<file path="config.mk">
export PLATFORM = sky130hd
export DESIGN_NAME = decode
export DESIGN_NICKNAME = d
export VERILOG_FILES = /design/src/rtl/decode.sv
export SDC_FILE = /design/constraint.sdc
export NUM_CORES = 1
export LEC_CHECK = 0
export BUFFER_PORTS_ARGS = -buffer_cell sky130_fd_sc_hd__buf_2
export CAP_MARGIN = 40
export CORE_ASPECT_RATIO = 0.6
export CORE_UTILIZATION = 45
export DETAILED_ROUTE_END_ITERATION = 10
export SETUP_SLACK_MARGIN = 0.3
export SLEW_MARGIN = 10
export SYNTH_ARGS = -nofsm -noshare
export SYNTH_HDL_FRONTEND = slang
export SYNTH_SLANG_ARGS = --single-unit
export TNS_END_PERCENT = 5
</file>
<file path="constraint.sdc">
create_clock -name clk -period 7.6 [get_ports clk]
set_input_delay 0.38 -clock clk [delete_from_list [all_inputs] [get_ports clk]]
set_output_delay 0.38 -clock clk [all_outputs]
set_load 0.005 [all_outputs]
</file>
<file path="src/rtl/decode.sv">
// Decode stage: splits a 16-bit instruction into a registered operand bundle,
// owns the 8x16 register file and raises a load-use interlock.
// Optional feature: define DECODE_BYPASS_EN to forward same-cycle write-back
// data to operand reads (write-first). When undefined, reads return the old
// register value and a write becomes visible on the next cycle (read-first).
module decode (
    input  logic        clk,
    input  logic        rst,
    input  logic [15:0] inst,
    input  logic [15:0] pc,
    input  logic        in_valid,
    input  logic        stall,
    input  logic        flush,
    input  logic        wb_en,
    input  logic [2:0]  wb_addr,
    input  logic [15:0] wb_data,
    output logic        hold,
    output logic        d_valid,
    output logic [15:0] d_pc,
    output logic [3:0]  d_op,
    output logic [2:0]  d_rd,
    output logic [15:0] d_a,
    output logic [15:0] d_b,
    output logic [15:0] d_imm,
    output logic        d_wen,
    output logic        d_illegal
);

    localparam logic [3:0] OpNop  = 4'd0;
    localparam logic [3:0] OpAdd  = 4'd1;
    localparam logic [3:0] OpSub  = 4'd2;
    localparam logic [3:0] OpAnd  = 4'd3;
    localparam logic [3:0] OpOr   = 4'd4;
    localparam logic [3:0] OpAddi = 4'd5;
    localparam logic [3:0] OpLd   = 4'd6;
    localparam logic [3:0] OpSt   = 4'd7;
    localparam logic [3:0] OpBeq  = 4'd8;
    localparam logic [3:0] OpJmp  = 4'd9;

    // Register file; entry 0 is never written so it always reads zero.
    logic [15:0] r_rf [8];

    // Output bundle registers
    logic        r_valid;
    logic [15:0] r_pc;
    logic [3:0]  r_op;
    logic [2:0]  r_rd;
    logic [15:0] r_a;
    logic [15:0] r_b;
    logic [15:0] r_imm;
    logic        r_wen;
    logic        r_illegal;

    // Instruction fields
    logic [3:0]  w_op;
    logic [2:0]  w_f1;
    logic [2:0]  w_f2;
    logic [2:0]  w_f3;
    logic [15:0] w_sext6;
    logic [15:0] w_sext12;

    assign w_op     = inst[15:12];
    assign w_f1     = inst[11:9];
    assign w_f2     = inst[8:6];
    assign w_f3     = inst[5:3];
    assign w_sext6  = {{10{inst[5]}}, inst[5:0]};
    assign w_sext12 = {{4{inst[11]}}, inst[11:0]};

    // Decoded (pre-register) bundle
    logic        w_a_is_reg;
    logic        w_b_is_reg;
    logic [2:0]  w_src_b;
    logic [2:0]  w_dec_rd;
    logic [15:0] w_dec_imm;
    logic        w_dec_wen;
    logic        w_dec_ill;
    logic [15:0] w_val_a;
    logic [15:0] w_val_b;
    logic [15:0] w_dec_a;
    logic [15:0] w_dec_b;
    logic        w_hazard;

    // Field selection per opcode class
    always_comb begin
        w_a_is_reg = 1'b0;
        w_b_is_reg = 1'b0;
        w_src_b    = w_f3;
        w_dec_rd   = 3'd0;
        w_dec_imm  = 16'd0;
        w_dec_wen  = 1'b0;
        w_dec_ill  = 1'b0;
        case (w_op)
            OpAdd, OpSub, OpAnd, OpOr: begin
                w_dec_rd   = w_f1;
                w_a_is_reg = 1'b1;
                w_b_is_reg = 1'b1;
                w_src_b    = w_f3;
                w_dec_wen  = 1'b1;
            end
            OpAddi, OpLd: begin
                w_dec_rd   = w_f1;
                w_a_is_reg = 1'b1;
                w_dec_imm  = w_sext6;
                w_dec_wen  = 1'b1;
            end
            OpSt, OpBeq: begin
                w_a_is_reg = 1'b1;
                w_b_is_reg = 1'b1;
                w_src_b    = w_f1;
                w_dec_imm  = w_sext6;
            end
            OpJmp: begin
                w_dec_imm = w_sext12;
            end
            OpNop: begin
            end
            default: begin
                w_dec_ill = 1'b1;
            end
        endcase
        // A write to R0 would be discarded anyway; suppress it at the source.
        if (w_dec_rd == 3'd0) begin
            w_dec_wen = 1'b0;
        end
    end

    // Register file read ports
    always_comb begin
        w_val_a = (w_f2 == 3'd0) ? 16'd0 : r_rf[w_f2];
        w_val_b = (w_src_b == 3'd0) ? 16'd0 : r_rf[w_src_b];
`ifdef DECODE_BYPASS_EN
        if (wb_en && (wb_addr == w_f2) && (w_f2 != 3'd0)) begin
            w_val_a = wb_data;
        end
        if (wb_en && (wb_addr == w_src_b) && (w_src_b != 3'd0)) begin
            w_val_b = wb_data;
        end
`else
        // Read-first: a same-cycle write-back is seen by the next instruction.
`endif
    end

    assign w_dec_a = w_a_is_reg ? w_val_a : 16'd0;
    assign w_dec_b = w_b_is_reg ? w_val_b : 16'd0;

    // Load-use hazard: the load in the output register feeds a source here.
    assign w_hazard = r_valid && (r_op == OpLd) && (r_rd != 3'd0) && in_valid &&
                      ((w_a_is_reg && (w_f2 == r_rd)) || (w_b_is_reg && (w_src_b == r_rd)));

    // Fetch interlock; forced low while in reset.
    assign hold = !rst && !flush && (stall || w_hazard);

    // Register file write-back, independent of the pipeline controls
    always_ff @(posedge clk or posedge rst) begin
        if (rst) begin
            for (int k = 0; k < 8; k++) begin
                r_rf[k] <= 16'd0;
            end
        end else if (wb_en && (wb_addr != 3'd0)) begin
            r_rf[wb_addr] <= wb_data;
        end
    end

    // Output bundle: flush > stall > hazard bubble > accept > idle bubble
    always_ff @(posedge clk or posedge rst) begin
        if (rst) begin
            r_valid   <= 1'b0;
            r_pc      <= 16'd0;
            r_op      <= 4'd0;
            r_rd      <= 3'd0;
            r_a       <= 16'd0;
            r_b       <= 16'd0;
            r_imm     <= 16'd0;
            r_wen     <= 1'b0;
            r_illegal <= 1'b0;
        end else if (flush) begin
            r_valid <= 1'b0;
        end else if (stall) begin
            r_valid <= r_valid;
        end else if (w_hazard) begin
            r_valid <= 1'b0;
        end else if (in_valid) begin
            r_valid   <= 1'b1;
            r_pc      <= pc;
            r_op      <= w_op;
            r_rd      <= w_dec_rd;
            r_a       <= w_dec_a;
            r_b       <= w_dec_b;
            r_imm     <= w_dec_imm;
            r_wen     <= w_dec_wen;
            r_illegal <= w_dec_ill;
        end else begin
            r_valid <= 1'b0;
        end
    end

    assign d_valid   = r_valid;
    assign d_pc      = r_pc;
    assign d_op      = r_op;
    assign d_rd      = r_rd;
    assign d_a       = r_a;
    assign d_b       = r_b;
    assign d_imm     = r_imm;
    assign d_wen     = r_wen;
    assign d_illegal = r_illegal;

endmodule

</file>
==> flow_summary.toml, run 1 <==
[worst_setup_path]
r2r-start = "d_rd[0]"
arrival_ps = 3630
startpoint_type = "input port"
worst-path-max-fanout = 55
critical_path_class = "in -> reg"
cp-end-kind = "flip-flop"
cp.required_ps = 7920
r2r.worst_path.cells = 7
reg2reg_setup_slack_ps = 5130
r2r-end = "d_a[12]"

[layout]
drive_gt1_share_pct = 41.5
nets = 892
area_growth_pct = 16.7
fin_util_pct = 53.7
layout.cells.non_filler = 1128

[sta]
fin_crit_ps = 3310
setup_ws_ps = 4290
drv_slew = 0
timing.hold.ws_ps = 99.8
setup-violations-final = 0
slew_headroom_pct = 45.4
worst_pin_slew_ps = 819
fin_tns_setup_ps = 0
hold_viol = 0
min_period_over_period_pct = 43.6
rsz0062_at_grt = "no"
fmax_mhz = 302
fin_worst_skew_ps = 12.0

[global_route]
track_usage_pct = 22.8
grt_max_degree = 119
grt.busiest_layer = "met2"
grt_antenna_before_repair = 1
met1_usage_pct = 32.6
grt_pass1_wl_um = 38000
use_met2_pct = 35.2
grt_overflow_total = 0
first_global_vias = 6684
use_met3_pct = 4.66

[detailed_routing]
ant_nets = 0
vias = 6419
drtPass1Iterations = 5
vias_per_cell = 5.69
drt-wirelength-per-cell_um = 20.9
drt_iter0_drc = 483
routed_wl_um = 23600
drc = 0

[clock_tree]
htreeDepth = 4
postCtsHoldBufs = 0
clock-root-buffer = "clkbuf_16"
cts_sinks = 198
postCtsSetupBuffers = 0
ctsResizeCount = 0
insertion_delay_ps = 440
path_clk_slew_ps = 70
clk_path_buf_depth = 2
cts_tree = "built"
cts_made_buffers = 17

[logic_synthesis]
netlist_area_um2 = 9710
syn_nets = 792
yosys_most_used_dff = "dfrtp_1"
async_flop_share_pct = 100
synth.most_common_cell = "dfrtp_1"
synth_warnings = 0
synthDistinctLibCells = 39
avgSynthCellArea_um2 = 13.2
syn_inst = 735
yosys-top-cells-area = "dfrtp_1 (51%), mux2_2 (14%), mux2i_1 (9.3%)"
synth_top_cell_by_area = "dfrtp_1"
synth_top_cell_area_share_pct = 51.0
synth_common_cells = "dfrtp_1 (198), mux2_2 (125), mux2i_1 (90)"
ys_seq_area_share_pct = 51.0
ys_ff_latch = 198
synth_edf_count = 0

[floorplanning]
core_area_um2 = 21100
die_area_um2 = 22200
fp.dieW_um = 192
num_rows = 41
io_pins = 132
die_h_um = 116
initial_core_util_pct = 46.1

[place]
hpwl_um = 15400
place_congestion = 0.813
dp.cells = 1095
pre_cts_slack_ps = 3870
numPortBuffers = 131

[run]
maxCapViolations = 0

[power_and_ir_drop]
leakagePower_nw = 5.15
power.density_nw_per_um2 = 259
p_comb_share_pct = 22.0
power_frac_seq_pct = 47.9
p_clk_share_pct = 30.1
swShare_pct = 29.1
p_sw_w = 0.000854
p_int_w = 0.00208
vdd_drop_max_mv = 0.167

[hold_path]
hold_class = "in -> async"

[run_status]
outcome = "finished, final reports clean"
cells by family after synthesis:
family / after synthesis / share of synthesized area (%)
mux: 277 / 34.7
buf+inv: 98 / 4.06
simple gates: 83 / 4.30
compound gates: 72 / 5.33
flops: 198 / 51.0
xor+xnor: 7 / 0.631
power groups by stage:
stage | combinational (W) | sequential (W) | clock [W]
global route | 0.000713 | 0.00143 | 0.000959
floorplan | 0.000432 | 0.00139 | 0
global placement | 0.000621 | 0.00141 | 0
detailed placement | 0.000652 | 0.00142 | 0
CTS | 0.000654 | 0.00140 | 0.000910
finish | 0.000645 | 0.00141 | 0.000883
layout by cell type, fill, tap and decap left out, types with 5 or more instances in the layout:
master,count
a21oi_1,5
a22oi_1,17
buf_2,131
buf_4,11
buf_8,5
clkbuf_16,17
clkinvlp_4,6
dfrtp_1,198
inv_1,27
mux2_1,30
mux2_2,125
mux2i_1,90
mux4_2,32
nand2_1,31
nand2b_1,6
nand4b_1,6
nor2_1,16
o21ai_0,20
o2bb2ai_1,16
flip-flops by register name (all words and copies together) (netlist names), 3 cells and up:
name,cells
d_imm,12
d_a,16
d_b,16
d_rd,3
d_pc,16
d_op,4
r_rf,128
worst max-delay path, stage by stage:
cell	delay (ps)
buf_2	240
nor2b_1	300
o22ai_1	160
a21oi_4	130
buf_4	560
xnor2_1	140
a41o_1	280
a2111oi_4	340
buf_4	320
buf_16	330
mux2_2	380
through the flow:
step / total power, W / cell area, um2
finish: 0.00293 / 11300
global route: 0.00310 / 11300
CTS: 0.00297 / 11300
detailed placement: 0.00207 / 10800
global placement: 0.00203 / 10600
floorplan: 0.00182 / 9710
how the worst max path moves through the flow:
| stage | startpoint | end | slack, ps | cells after the start |
|---|---|---|---|---|
| floorplan | rst | d_a[0] | 1820 | 1 |
| global placement | inst[12] | d_a[12] | 3800 | 10 |
| detailed placement | inst[14] | d_pc[10] | 3870 | 11 |
| CTS | inst[14] | d_a[12] | 4330 | 11 |
| global route | inst[14] | d_a[11] | 4130 | 11 |
| finish | inst[14] | d_a[12] | 4290 | 11 |
cell type report:
cell class / count / area, um2
Antenna cell: 1 / 2.50
Timing Repair Buffer: 151 / 916
Inverter: 28 / 113
Clock buffer: 18 / 429
Tap cell: 279 / 349
Sequential cell: 198 / 4950
Fill cell: 1739 / 9750
Clock inverter: 14 / 144
Multi-Input combinational cell: 439 / 4420
routing by layer:
metal / vias to the layer above / wire (um)
met1: 3354 / 11100
met4: 0 / 333
li1: 2866 / -
met5: - / 0
met2: 172 / 11000
met3: 27 / 1070
Note: power is estimated with default switching activity, not from simulation.
==> run 2, diff against run 1 <==
- PLACE_DENSITY: default -> 0.67
- clock period: 7.6 -> 2.85 ns (I/O delays scaled with it)
==> run 2 against run 1 <==
Sequential power grew to 2.7 times the previous value. Wire length rose by 2.4%. Clock-buffer cell count grew 1. Critical path depth is 1 higher. Largest power group unchanged.
==> flow_summary.toml, run 2 (synthesis results as in run 1) <==
[power_and_ir_drop]
p_total_w = 0.00798
vdd_drop_max_mv = 0.479
power.density_nw_per_um2 = 683
leakagePower_nw = 5.32

[global_route]
grt_pass1_wl_um = 38700
grt_max_degree = 48
first_global_vias = 6696
grt_antenna_before_repair = 1
track_usage_pct = 23.3
grt_overflow_total = 0

[layout]
area_growth_pct = 20.3
top_register = "r_rf"
fin_util_pct = 55.4
drive_gt1_share_pct = 40.8
antenna_cells = 0
final_common_cell = "dfrtp_1"
nets = 928
layout_common_cells = "dfrtp_1 (198), buf_2 (131), mux2_2 (125)"
largest_reg_flops = 128

[sta]
min_period_over_period_pct = 86.0
drv_slew = 0
setup-violations-final = 0
fin_crit_ps = 2450
rsz0062_at_grt = "yes"
slew_headroom_pct = 51.6
fin_tns_setup_ps = 0
timing.hold.ws_ps = 33.8
worst_pin_slew_ps = 725
fin_worst_skew_ps = 10.0
hold_viol = 0
fmax_mhz = 408

[hold_path]
hp-start = "wb_data[9]"
hold_class = "in -> reg"
hold_depth = 2
hold_end = "r_rf[25]"

[worst_setup_path]
worst-path-max-fanout = 19
critical_path_class = "in -> reg"
r2r.worst_path.cells = 7
r2r-start = "d_op[0]"
arrival_ps = 2780
cp.required_ps = 3180
crit_start = "inst[5]"
r2r-end = "d_imm[7]"
reg2reg_setup_slack_ps = 650
cp-end-kind = "flip-flop"
startpoint_type = "input port"

[floorplanning]
io_pins = 132
die_area_um2 = 22200
fp.dieW_um = 192
die_h_um = 116
core_area_um2 = 21100
initial_core_util_pct = 46.1
num_rows = 41

[clock_tree]
cts_made_buffers = 17
cts_sinks = 198
htreeDepth = 4
insertion_delay_ps = 440
clk_path_buf_depth = 2
path_clk_slew_ps = 70
postCtsSetupBuffers = 0
cts_tree = "built"
clock-root-buffer = "clkbuf_16"

[run]
maxCapViolations = 0

[detailed_routing]
vias_per_cell = 5.62
drt-wirelength-per-cell_um = 20.8
drtPass1Iterations = 4
ant_nets = 0
vias = 6536
drt_iter0_drc = 381
routed_wl_um = 24200
drc = 0

[place]
hpwl_um = 15200
place_congestion = 0.846
numPortBuffers = 131

[run_status]
outcome = "finished, final reports clean"
run 2: metal layers:
metal,up-vias,wire (um),global-route usage [%]
met1,3386,11900,34.0
met4,0,285,5.71
li1,2929,-,-
met2,199,10500,34.9
met3,22,1500,5.66
met5,-,0,0
run 2: metrics by stage:
stage | cell area [um2] | setup WS (ps) | instances
6_report | 11700 | 398 | 1163
5_1_grt | 11700 | 299 | 1163
4_1_cts | 11700 | 318 | 1163
3_5_place_dp | 10800 | 167 | 1106
3_3_place_gp | 10800 | 249 | 1105
2_1_floorplan | 9720 | 147 | 735
run 2: worst max path at each step:
stage                         end  cells past startpoint
after global placement    d_a[12]                     10
after global routing      d_a[12]                     11
after detailed placement   d_a[9]                     10
after floorplan            d_a[0]                      1
final                      d_b[8]                     12
after CTS                 d_a[10]                     11
run 2: cell type report:
| class | instances | area, um2 |
|---|---|---|
| multi-input combinational | 439 | 4410 |
| clock buffer | 19 | 443 |
| clock inverter | 13 | 146 |
| sequential | 198 | 4950 |
| timing repair buffer | 187 | 1270 |
| inverter | 28 | 109 |
| fill | 1775 | 9400 |
| tap | 279 | 349 |
run 2: worst max-delay path, stage by stage:
cell           delay [ps]
dlygate4sd3_1         530
buf_2                 150
a21oi_1               140
o31ai_1               100
a21oi_2               210
buf_4                 380
and3b_1               260
buf_12                170
o2bb2ai_1             130
o21ai_0               330
buf_4                 180
mux2i_1                50
run 2: power by group:
group	internal, W	switching [W]	total, W
Sequential	0.00336	0.000380	0.00374
Combinational	0.000991	0.000780	0.00177
Clock	0.00133	0.00113	0.00246
Total	0.00568	0.00229	0.00798
run 2: what timing repair did:
item,CTS,global route
gates resized for setup,0,2
hold buffers,25,0
endpoints found under the setup margin,0,30
endpoints found under the hold margin,52,0
==> run 3, diff against run 2 <==
- CORE_MARGIN: default -> 4
==> run 3 against run 2 <==
Non-clock buffer count did not move. Clock skew grew 2.4 ps. Sequential share of layout area decreased by 0.063 points. Critical path type is now reg -> reg. Largest power group unchanged.
==> flow_summary.toml, run 3 (synthesis results as in run 1) <==
[run_status]
outcome = "finished, final reports clean"

[layout]
antenna_cells = 0
final_common_cell = "dfrtp_1"
layout_common_cells = "dfrtp_1 (198), buf_2 (131), mux2_2 (125)"
nets = 928
largest_reg_flops = 128
area_growth_pct = 20.5
fillers = 1764
drive_gt1_share_pct = 40.6
top_register = "r_rf"

[detailed_routing]
drtPass1Iterations = 5
vias = 6538
drt_iter0_drc = 444
drc = 0
drt-wirelength-per-cell_um = 21.3
routed_wl_um = 24800
vias_per_cell = 5.63
ant_nets = 0

[floorplanning]
core_area_um2 = 21100
die_area_um2 = 24100
die_h_um = 122
num_rows = 41
io_pins = 132
fp.dieW_um = 198
initial_core_util_pct = 46.0

[worst_setup_path]
cpPeakStageDelay_ps = 570
critPathBufInv = 2
cp_cell_sequence = "nor4bb_1 -> nand3_1 -> a31oi_1 -> a2111oi_4 -> clkbuf_16 -> o21bai_1 -> dlygate4sd3_1"
cp_slowest_cell = "dlygate4sd3_1"
r2r-start = "d_op[0]"
startpoint_type = "flip-flop"
r2r.worst_path.cells = 7
cp.depth = 7
reg2reg_setup_slack_ps = 440
r2r-end = "d_valid"
critical_path_class = "reg -> reg"
cp-end-kind = "flip-flop"
arrival_ps = 2730
worst-path-max-fanout = 17
cp.required_ps = 3160
critPathTopFamily = "buffers and inverters"

[global_route]
grt_antenna_before_repair = 1
first_global_vias = 6529
grt_pass1_wl_um = 38900
track_usage_pct = 20.9
grt_max_degree = 45
grt_overflow_total = 0

[power_and_ir_drop]
power.density_nw_per_um2 = 693
leakagePower_nw = 5.34
vdd_drop_max_mv = 0.447

[place]
place_congestion = 0.834
hpwl_um = 15700
numPortBuffers = 131

[sta]
slew_headroom_pct = 52.0
min_period_over_period_pct = 84.7
fin_crit_ps = 2410
fin_tns_setup_ps = 0
drv_slew = 0
rsz0062_at_grt = "no"
fmax_mhz = 414
setup-violations-final = 0
hold_viol = 0
fin_worst_skew_ps = 12.4
worst_pin_slew_ps = 718
timing.hold.ws_ps = 29.2

[clock_tree]
htreeDepth = 4
path_clk_slew_ps = 70
cts_sinks = 198
clock-root-buffer = "clkbuf_16"
clk_path_buf_depth = 2
cts_tree = "built"
insertion_delay_ps = 440
cts_made_buffers = 17

[hold_path]
hold_end = "r_rf[66]"
hold_class = "in -> reg"
hp-start = "wb_data[2]"
hold_depth = 2

[run]
maxCapViolations = 0
==> run 3: changes by cell type in the layout (fill, tap and decap cells not counted), moves of 2 or more <==
cell	before	now
buf_12	10	6
buf_4	20	22
bufinv_16	2	4
clkbuf_8	1	3
clkinvlp_4	5	2
inv_6	3	1
==> run 3: layout make-up <==
| type | instances | area [um2] | share of cell area (%) |
|---|---|---|---|
| clock buffers | 22 | 474 | 4.05 |
| clock inverters | 8 | 146 | 1.25 |
| inverters | 28 | 109 | 0.930 |
| multi-input cells | 439 | 4410 | 37.7 |
| flip-flops and latches | 198 | 4950 | 42.3 |
| well taps | 279 | 349 | 2.98 |
| repair buffers | 187 | 1250 | 10.7 |
==> run 3: through the flow <==
stage / area, um2 / utilization (%) / setup slack, ps / std cells / total power, W
2_1_floorplan: 9720 / - / 147 / 735 / 0.00485
3_3_place_gp: 10800 / 51.0 / 247 / 1102 / 0.00549
3_5_place_dp: 10800 / 51.1 / 107 / 1103 / 0.00554
4_1_cts: 11700 / 55.2 / 348 / 1158 / 0.00816
5_1_grt: 11700 / 55.4 / 310 / 1161 / 0.00852
6_report: 11700 / 55.4 / 437 / 1161 / 0.00811
==> run 3: worst max-delay path by stage <==
stage	from	end	slack, ps
floorplan	rst	d_a[0]	150
global placement	inst[14]	d_a[6]	250
detailed placement	inst[14]	d_a[11]	110
CTS	inst[14]	d_valid	350
global route	inst[15]	d_valid	310
finish	d_op[0]	d_valid	440
==> run 3: repair_timing <==
item,in CTS,in global routing
gates resized for setup,0,2
setup buffers,0,2
hold endpoints to repair,40,0
setup endpoints to repair,0,1
hold buffers,25,0
==> run 3: power by group <==
| part | switching (W) | internal [W] |
|---|---|---|
| combinational | 0.000778 | 0.000984 |
| sequential | 0.000398 | 0.00336 |
| clock | 0.00106 | 0.00153 |
| total | 0.00223 | 0.00588 |
==> run 3: per-layer routing <==
metal,global-route usage [%],routed length (um)
met1,32.3,12100
met2,30.7,10900
met3,4.31,1530
met4,4.47,212
met5,0,15
